<file path="src/rtl/song_pkg.sv">
// Shared definitions for the song reader: ROM word layout, meta codes and FSM states.
package song_pkg;

    localparam int NOTE_MSB = 14;
    localparam int NOTE_LSB = 9;
    localparam int DUR_MSB  = 8;
    localparam int DUR_LSB  = 3;
    localparam int META_MSB = 2;
    localparam int META_LSB = 0;

    localparam logic [2:0] META_NOTE  = 3'b000;
    localparam logic [2:0] META_CHORD = 3'b001;
    localparam logic [2:0] META_REST  = 3'b010;
    localparam logic [2:0] META_END   = 3'b111;

    typedef enum logic [2:0] {
        IDLE,
        FETCH,
        WAIT_ROM,
        DECODE,
        LOAD,
        WAIT_BEATS,
        DONE
    } state_t;

endpackage

</file>
<file path="src/rtl/song_reader.sv">
// Walks a song ROM entry by entry, emitting note loads to the note players and
// pacing them by beat pulses; stops at an end marker or the last address.
module song_reader
    import song_pkg::*;
#(
    parameter int ADDR_W = 7
) (
    input  logic              clk,
    input  logic              reset,
    input  logic              play,
    input  logic              beat,
    input  logic              new_song,
    input  logic [1:0]        song_select,
    output logic [ADDR_W+1:0] rom_addr,
    input  logic [14:0]       rom_data,
    output logic [14:0]       song_note,
    output logic              load_new_note,
    output logic              song_done
);

    state_t            state_reg, state_next, after_entry;
    logic [ADDR_W-1:0] note_addr_reg;
    logic [5:0]        beat_cnt_reg;
    logic [1:0]        song_sel_reg;
    logic [2:0]        meta_reg;
    logic [5:0]        dur_reg;
    logic [14:0]       song_note_reg;
    logic              last_reg;
    logic [2:0]        rom_meta;
    logic              beats_met;

    assign rom_meta = rom_data[META_MSB:META_LSB];

    always_comb begin
        // An entry decoded at the top address is the final one: finish instead of wrapping.
        after_entry = last_reg ? DONE : FETCH;
        beats_met   = (beat_cnt_reg == dur_reg) ||
                      (beat && (beat_cnt_reg + 6'd1 == dur_reg));
        state_next  = state_reg;
        case (state_reg)
            IDLE:       if (play) state_next = FETCH;
            FETCH:      state_next = WAIT_ROM;
            WAIT_ROM:   state_next = DECODE;
            DECODE: begin
                if (rom_meta == META_END)       state_next = DONE;
                else if (rom_meta == META_REST) state_next = WAIT_BEATS;
                else                            state_next = LOAD;
            end
            LOAD: begin
                if (meta_reg == META_CHORD || dur_reg == 6'd0) state_next = after_entry;
                else                                           state_next = WAIT_BEATS;
            end
            WAIT_BEATS: if (play && beats_met) state_next = after_entry;
            DONE:       state_next = DONE;
            default:    state_next = IDLE;
        endcase
        if (new_song) state_next = IDLE;
    end

    always_ff @(posedge clk or negedge reset) begin
        if (!reset) begin
            state_reg     <= IDLE;
            note_addr_reg <= '0;
            beat_cnt_reg  <= '0;
            song_sel_reg  <= '0;
            meta_reg      <= '0;
            dur_reg       <= '0;
            song_note_reg <= '0;
            last_reg      <= 1'b0;
        end else begin
            state_reg <= state_next;
            if (new_song) begin
                note_addr_reg <= '0;
                beat_cnt_reg  <= '0;
                song_sel_reg  <= song_select;
                last_reg      <= 1'b0;
            end else begin
                case (state_reg)
                    DECODE: begin
                        meta_reg     <= rom_meta;
                        dur_reg      <= rom_data[DUR_MSB:DUR_LSB];
                        beat_cnt_reg <= '0;
                        if (rom_meta != META_END) begin
                            note_addr_reg <= note_addr_reg + ADDR_W'(1);
                            if (&note_addr_reg) last_reg <= 1'b1;
                        end
                        // song_note only changes for entries that actually load
                        if (state_next == LOAD) song_note_reg <= rom_data;
                    end
                    WAIT_BEATS: if (play && beat) beat_cnt_reg <= beat_cnt_reg + 6'd1;
                    default: ;
                endcase
            end
        end
    end

    assign rom_addr      = {song_sel_reg, note_addr_reg};
    assign song_note     = song_note_reg;
    assign load_new_note = (state_reg == LOAD) && !new_song;
    assign song_done     = (state_reg == DONE);

endmodule

</file>
<file path="config.mk">
export PLATFORM = sky130hd
export DESIGN_NAME = song_reader
export DESIGN_NICKNAME = d
export VERILOG_FILES = /design/src/rtl/song_pkg.sv /design/src/rtl/song_reader.sv
export SDC_FILE = /design/constraint.sdc
export NUM_CORES = 1
export LEC_CHECK = 0
export CELL_PAD_IN_SITES_DETAIL_PLACEMENT = 2
export CELL_PAD_IN_SITES_GLOBAL_PLACEMENT = 2
export CORE_AREA = 2 2 87 89
export CTS_BUF_LIST = sky130_fd_sc_hd__clkbuf_4 sky130_fd_sc_hd__clkbuf_8 sky130_fd_sc_hd__clkbuf_16
export DETAILED_ROUTE_END_ITERATION = 12
export DIE_AREA = 0 0 89 91
export PLACE_DENSITY_LB_ADDON = 0.25
export SYNTH_ARGS = -nofsm -noshare
export SYNTH_HDL_FRONTEND = slang
export SYNTH_SLANG_ARGS = --single-unit
</file>
<file path="constraint.sdc">
create_clock -name clk -period 2.22 [get_ports clk]
set_clock_uncertainty 0.15 [all_clocks]
set_input_delay 0.444 -clock clk [delete_from_list [all_inputs] [get_ports clk]]
set_output_delay 0.444 -clock clk [all_outputs]
set_load 0.02 [all_outputs]
</file>
==> results by group, run 1 <==
Detailed routing
  – Iteration-0 DRC Markers: a little under 50
  – WL final: 6.189 mm
  – DRC viols: 0
  – DR vias/cell: 4.952
  – Drt pass-1 iters: 4
  – Vias: ~1800
  – Antenna-violating nets left: 0
  – Wire per inst: between 15 and 20 um

Power
  – Power, Total: roughly 2.7 mW
  – Cell Pwr Density: slightly below 900 nW/um^2
  – Leak: between 1 and 1.5 nW
  – Maximum vdd drop: roughly 0.45 mV

Floorplanning
  – Total Die Area: 8099 um^2
  – Initial Utilization: between 30% and 40%
  – Core Area: roughly 7000 um^2
  – Die H: about 90 um
  – Row Count: 31
  – I/O pin cnt: 48
  – Die outline width: approximately 90 um

Clock tree
  – CTS Buf Count: 5
  – H-Tree Depth: 2
  – CTS Hold Bufs: 0
  – Sink Count: 43
  – Deepest clock path buffer count: 2
  – CTS tree: yes
  – Reg clk slew, reported paths: around 90 ps
  – Root buf cell: clkbuf_8
  – Insertion delay to the later sink of the worst-skew pair: about 300 ps

Synth
  – Cells after Synth: roughly 190
  – Seq/Total Area, Yosys: approximately half
  – Post-synth top area share: around 49%
  – Top-count cell post-synth: dfrtp_1
  – Cell taking the most area after synthesis: dfrtp_1
  – Post-synthesis mux area share: between 10% and 20%
  – Synth Area in Compound Gates: between 10% and 20%
  – Largest family of logic cells by synthesized area: simple AND/OR/NAND/NOR gates
  – #FFs+latches synth: 43
  – Synth async-reset ratio: 100.0%
  – Ys flop type: dfrtp_1
  – Area share of and/or/nand/nor cells after synthesis: about 16%
  – Unique masters post-synth: between 50 and 60
  – Number of flops mapped to enable cells by yosys: 0
  – Top post-synthesis cells by area: dfrtp_1 (49%), mux2_2 (13%), xor2_1 (4.0%)
  – Mapped cell area: 2210 um^2
  – Post-synth top cells: dfrtp_1 (43), mux2_2 (25), nor2_1 (14)
  – Adder-Cell Fraction of Synth Area: under 10%
  – XOR/XNOR Fraction of Synth Area: 7.135%
  – Syn Area/Cell: roughly 12 um^2
  – Syn nets: ~220
  – Yosys warns: 0

Place
  – IO Port Bufs: 47
  – GPL Wtd Cong: roughly 0.78
  – DPL Wire Length: between 4 and 5 mm

Layout
  – Antenna fix cells: 0
  – Area grow syn2layout: 36.98%
  – Multi-input gate area: ~1100 um^2
  – Sequential cell area: 1076 um^2
  – Max reg flops: 15
  – Number of fillers in the final layout: around 780
  – Share of cells above drive strength 1: between 20% and 30%
  – Nets: 281

Hold path
  – HP Class: input port to async pin

Timing
  – Slew HR: about three fifths
  – Period Utilization, post-route: a little over nine tenths
  – Final Hold Fails: 0
  – Max Slew Vio Count: 0
  – Sum Neg Setup Slack: 0 ps
  – Hold Slack: ~60 ps
  – # setup viols final: 0
  – Final worst path period need: 2096 ps
  – Actual slew at the worst max-slew pin: 587.0 ps
  – Achievable frequency: 0.4770 GHz
  – RSZ-0062 raised after global routing: no

Critical path
  – Endpoint class of the critical path: flip-flop
  – FF-to-FF setup slack: about 120 ps
  – Crit start category: flip-flop
  – Slowest CP cell: or4_1
  – Cell family with most CP delay: simple AND/OR/NAND/NOR gates
  – CP required: 2250 ps
  – CP cell instances: xnor2_1 -> nand4_1 -> or4_1 -> and4b_1 -> a2111oi_2
  – WS Path Type: flip-flop to flip-flop
  – Largest stage delay, worst path: between 500 and 600 ps
  – Worst path bufs/invs: 0
  – CP max FO: 10
  – Worst Path Arrival: approximately 2100 ps

Global route
  – Pin count of the biggest net entering global routing: 44
  – Initial antenna violation count: 0
  – Gr usage total: roughly 17%
  – First-pass GRT wire length: approximately 10 mm
  – Total gr overflow: 0
  – Vias in the first global route: about 2000

Status
  – Status: completed

Job
  – Max_cap viols: 0
-- path summary, 6_finish.rpt --
path,from,to,cells after the start
max in group asynchronous,reset,dur_reg[1],2
min reg2reg,song_note[6],song_note[6],1
min,reset,last_reg,2
max reg2reg,beat_cnt_reg[2],state_reg[0],5
min in group clk,song_note[6],song_note[6],1
max,beat_cnt_reg[2],state_reg[0],5
-- layout by cell type (no fill, tap or decap), types with 2 or more instances in the layout --
cell	instances
clkdlybuf4s50_1	44
dfrtp_1	43
mux2_2	25
buf_4	20
nor2_1	14
nand2_1	12
xor2_1	10
xnor2_1	8
o21ai_0	7
clkbuf_8	7
nand3_1	5
nand4_1	5
o21bai_1	3
inv_1	3
a21oi_1	3
nor3_1	2
o22a_1	2
nand3b_1	2
a31oi_1	2
nor2b_1	2
and3_1	2
ha_1	2
-- per-stage QoR --
step | util, % | setup WS, ps | std cells | instance area, um^2
floorplan | - | 290.3 | 192 | 2210
global placement | 40.76 | -14.78 | 349 | 2909
detailed placement | 40.76 | -53.82 | 349 | 2909
CTS | 42.18 | 3.161 | 357 | 3010
global route | 42.41 | 1.909 | 357 | 3027
finish | 42.41 | 123.8 | 357 | 3027
-- per-layer routing --
| layer | wire [um] | global-route usage [%] | up-vias | share of wire [%] |
|---|---|---|---|---|
| li1 | - | - | 821 | - |
| met1 | 2790 | 21.96 | 901 | 45 |
| met2 | 3101 | 27.92 | 39 | 50 |
| met3 | 236 | 3.273 | 7 | 3.8 |
| met4 | 61 | 4.104 | 0 | 0.99 |
| met5 | 0 | 0 | - | 0 |
-- power breakdown --
group	leakage, nW	switching [mW]	internal [mW]	total, mW
clock	0.0505	0.298	0.284	0.582
combinational	0.668	0.450	0.519	0.968
sequential	0.554	0.153	0.986	1.14
total	1.27	0.901	1.79	2.69
-- layout make-up --
type | count | share of cell area, %
sequential | 43 | 35.55
timing repair buffer | 68 | 20.96
multi-input combinational | 136 | 35.59
clock buffer | 7 | 3.183
tap | 99 | 4.093
clock inverter | 1 | 0.2480
inverter | 3 | 0.3721
-- kinds of logic after synthesis --
kind of cell	after synthesis
buf+inv	13
flops	43
compound gates	30
simple gates	60
fa+ha+maj	2
xor+xnor	18
mux	26
-- repair_timing --
item	4_1_cts	5_1_grt
buffers inserted	0	0
resized for setup	2	4
pin swaps	0	0
setup endpoints to repair	2	2
cloned	0	0
No activity file was read; power rests on OpenSTA's default activity.
==> run 2: changes to the inputs <==
--- a/config.mk
+++ b/config.mk
@@ -7,10 +7,10 @@
 export LEC_CHECK = 0
 export CELL_PAD_IN_SITES_DETAIL_PLACEMENT = 2
 export CELL_PAD_IN_SITES_GLOBAL_PLACEMENT = 2
-export CORE_AREA = 2 2 87 89
+export CORE_AREA = 3 3 88 90
 export CTS_BUF_LIST = sky130_fd_sc_hd__clkbuf_4 sky130_fd_sc_hd__clkbuf_8 sky130_fd_sc_hd__clkbuf_16
 export DETAILED_ROUTE_END_ITERATION = 12
-export DIE_AREA = 0 0 89 91
+export DIE_AREA = 0 0 91 93
 export PLACE_DENSITY_LB_ADDON = 0.25
 export SYNTH_ARGS = -nofsm -noshare
 export SYNTH_HDL_FRONTEND = slang
==> run 2 against run 1 <==
  * Utilization decreased by 0.16 points
  * Largest cell class is now flip-flops and latches
  * Total power fell by 0.76%
  * Clock power decreased by 3.4%
  * Highest routed layer unchanged
  * Combinational power decreased by 0.6%
  * Register-to-register slack improved by 20 ps
  * Fmax rose by 0.13%
  * Global-route usage is 1.4 points lower
  * Setup slack better by 2.7 ps
  * Cell area decreased by 0.37%
  * Critical endpoint is now load_new_note
  * Sequential power barely moved
  * Hold slack improved by 300 ps
==> results by group, run 2 (synthesis results as in run 1) <==
Floorplanning
  – I/O pin cnt: 48 (unchanged)
  – Initial Utilization: 30.96% (unchanged)
  – Die H: 93 um (+2.2%)
  – Core Area: 7137 um^2 (unchanged)
  – Total Die Area: 8463 um^2 (+4.5%)
  – Row Count: 31 (unchanged)
  – Die outline width: 91 um (+2.2%)

Critical path
  – Crit start category: flip-flop
  – Slowest CP cell: dfrtp_1
  – CP max FO: 2 (-8)
  – CP cell instances: nor3b_1 -> buf_4 -> nor2b_1 -> dlygate4sd2_1
  – CP required: 1630 ps (-620 ps)
  – Endpoint class of the critical path: primary output
  – Worst Path Arrival: 1500 ps (-630 ps)
  – Cell family with most CP delay: buffers and inverters
  – Largest stage delay, worst path: 390 ps (-190 ps)
  – Worst path bufs/invs: 2 (+2)
  – WS Path Type: flip-flop to primary output

Layout
  – Non-filler instance count after layout: 356 (-0.28%)
  – Multi-input gate area: 1072 um^2 (-0.46%)
  – Max reg flops: 15 (unchanged)
  – Area grow syn2layout: 36.47%
  – Most frequent cells in the layout: clkdlybuf4s50_1 (44), dfrtp_1 (43), mux2_2 (25)
  – Nets: 280 (-0.36%)
  – Share of cells above drive strength 1: 24.90% (-0.29 points)
  – Antenna fix cells: 0 (unchanged)
  – Most common library cell in the layout ignoring fill and taps: clkdlybuf4s50_1
  – Number of fillers in the final layout: 755 (-3.5%)
  – Sequential cell area: 1076 um^2 (unchanged)
  – Final design utilization: 42.25% (-0.16 points)

Detailed routing
  – Vias: 1761 (-0.40%)
  – DRC viols: 0 (unchanged)
  – Drt pass-1 iters: 4 (unchanged)
  – Wire per inst: 17.09 um (-1.4%)
  – WL final: 6.083 mm (-1.7%)
  – Iteration-0 DRC Markers: 58 (+18%)
  – Antenna-violating nets left: 0 (unchanged)
  – DR vias/cell: 4.947 (-0.12%)

Clock tree
  – Reg clk slew, reported paths: 80 ps (about the same)
  – CTS Buf Count: 5 (unchanged)
  – H-Tree Depth: 2 (unchanged)
  – Post-CTS setup buffer count: 0 (unchanged)
  – Sink Count: 43 (unchanged)
  – CTS tree: yes
  – Root buf cell: clkbuf_8
  – Insertion delay to the later sink of the worst-skew pair: 290 ps (about the same)
  – Deepest clock path buffer count: 2 (unchanged)

Power
  – Leak: 1.267 nW (-0.51%)
  – Maximum vdd drop: 0.4758 mV (+6.7%)
  – Combinational share of power: 36.0% (about the same)
  – Total net switching power: 0.8838 mW (-1.9%)
  – Cell Pwr Density: 885.1 nW/um^2 (-0.39%)
  – Power, Total: 2.669 mW (-0.76%)
  – Sequential share of power: 42.9% (+0.6 points)
  – Clock power frac: 21.1% (-0.5 points)
  – Sw frac: 33.12% (-0.38 points)
  – Cell-internal power: 1.785 mW (-0.19%)

Timing
  – Period Utilization, post-route: 94.30% (-0.12 points)
  – Final Hold Fails: 0 (unchanged)
  – Hold Slack: 363.0 ps (+303.0 ps)
  – Actual slew at the worst max-slew pin: 557.2 ps (-29.78 ps)
  – Max Slew Vio Count: 0 (unchanged)
  – Achievable frequency: 0.4777 GHz (+0.13%)
  – # setup viols final: 0 (unchanged)
  – Setup WS post-layout: 126.4 ps (+2.688 ps)
  – Final worst path period need: 2094 ps (-2.688 ps)
  – Slew HR: 62.85% (+2.0 points)

Hold path
  – HP Class: flip-flop to flip-flop

Place
  – GPL Wtd Cong: 0.7925 (+2.1%)
  – IO Port Bufs: 47 (unchanged)
  – Dpl cells: 347 (-0.57%)
  – DPL Wire Length: 4.632 mm (+3.1%)
  – Pre-CTS WS: -67.30 ps (-13.48 ps)

Global route
  – First-pass GRT wire length: 10.43 mm (-0.13%)
  – Gr usage total: 15.27% (-1.4 points)
  – Vias in the first global route: 2018 (+0.80%)
  – Total gr overflow: 0 (unchanged)
  – Pin count of the biggest net entering global routing: 25 (-43%)
  – Initial antenna violation count: 0 (unchanged)

Status
  – Status: completed

Job
  – Max_cap viols: 0 (unchanged)
run 2: layer usage:
| metal | global-route usage (%) | vias up | routed length [um] | share of wire [%] |
|---|---|---|---|---|
| met5 | 0 | - | 0 | 0 |
| met4 | 3.015 | 0 | 32 | 0.53 |
| met3 | 3.620 | 2 | 218 | 3.6 |
| met2 | 26.30 | 33 | 3008 | 49 |
| met1 | 19.66 | 904 | 2822 | 46 |
| li1 | - | 822 | - | - |
run 2: layout make-up:
| type | count | share of cell area, % |
|---|---|---|
| inverter | 3 | 0.3734 |
| tap | 99 | 4.108 |
| sequential | 43 | 35.68 |
| clock buffer | 7 | 3.195 |
| clock inverter | 1 | 0.2490 |
| timing repair buffer | 67 | 20.83 |
| multi-input combinational | 136 | 35.56 |
run 2: final timing paths:
| path | from | to | slack [ps] | cells after the start |
|---|---|---|---|---|
| max in group asynchronous | reset | song_note[4] | 810 | 3 |
| min | song_note[7] | song_note[7] | 360 | 1 |
| min reg2reg | song_note[7] | song_note[7] | 360 | 1 |
| min in group asynchronous | reset | note_addr_reg[4] | 510 | 2 |
| max | state_reg[0] | load_new_note | 130 | 4 |
| max reg2reg | beat_cnt_reg[2] | state_reg[1] | 140 | 6 |
run 2: repair_timing:
action,in CTS,in global routing
endpoints found under the setup margin,2,3
endpoints found under the hold margin,16,0
resized for setup,2,2
hold buffers,1,0
run 2: per-stage QoR:
stage	setup TNS, ps	cell area, um^2
after floorplan	0	2210
after global placement	-425.4	2894
after detailed placement	-905.9	2894
after CTS	0	3005
after global routing	-20.83	3015
final	0	3015
run 2: power groups by stage:
stage / clock [mW] / sequential [mW] / combinational, mW
after global routing: 0.616 / 1.18 / 1.04
final: 0.562 / 1.15 / 0.962
after detailed placement: 0 / 1.16 / 0.958
after global placement: 0 / 1.14 / 0.939
after CTS: 0.590 / 1.15 / 0.968
after floorplan: 0 / 1.27 / 0.387
run 2: worst register-to-register path, stage by stage, from the launching register on:
cell and delay, ps:
dfrtp_1 520, xnor2_1 250, nand4_1 120, or4_1 580, o41ai_2 80, buf_4 170
a31o_1 150
==> run 3: changes to the inputs <==
--- a/config.mk
+++ b/config.mk
@@ -7,10 +7,11 @@
 export LEC_CHECK = 0
 export CELL_PAD_IN_SITES_DETAIL_PLACEMENT = 2
 export CELL_PAD_IN_SITES_GLOBAL_PLACEMENT = 2
-export CORE_AREA = 3 3 88 90
+export CORE_AREA = 2 2 87 89
 export CTS_BUF_LIST = sky130_fd_sc_hd__clkbuf_4 sky130_fd_sc_hd__clkbuf_8 sky130_fd_sc_hd__clkbuf_16
 export DETAILED_ROUTE_END_ITERATION = 12
-export DIE_AREA = 0 0 91 93
+export DIE_AREA = 0 0 89 91
+export GPL_ROUTABILITY_DRIVEN = 0
 export PLACE_DENSITY_LB_ADDON = 0.25
 export SYNTH_ARGS = -nofsm -noshare
 export SYNTH_HDL_FRONTEND = slang
==> results of run 3 <==
The final DEF is identical to that of run 1; final timing and power are the same.
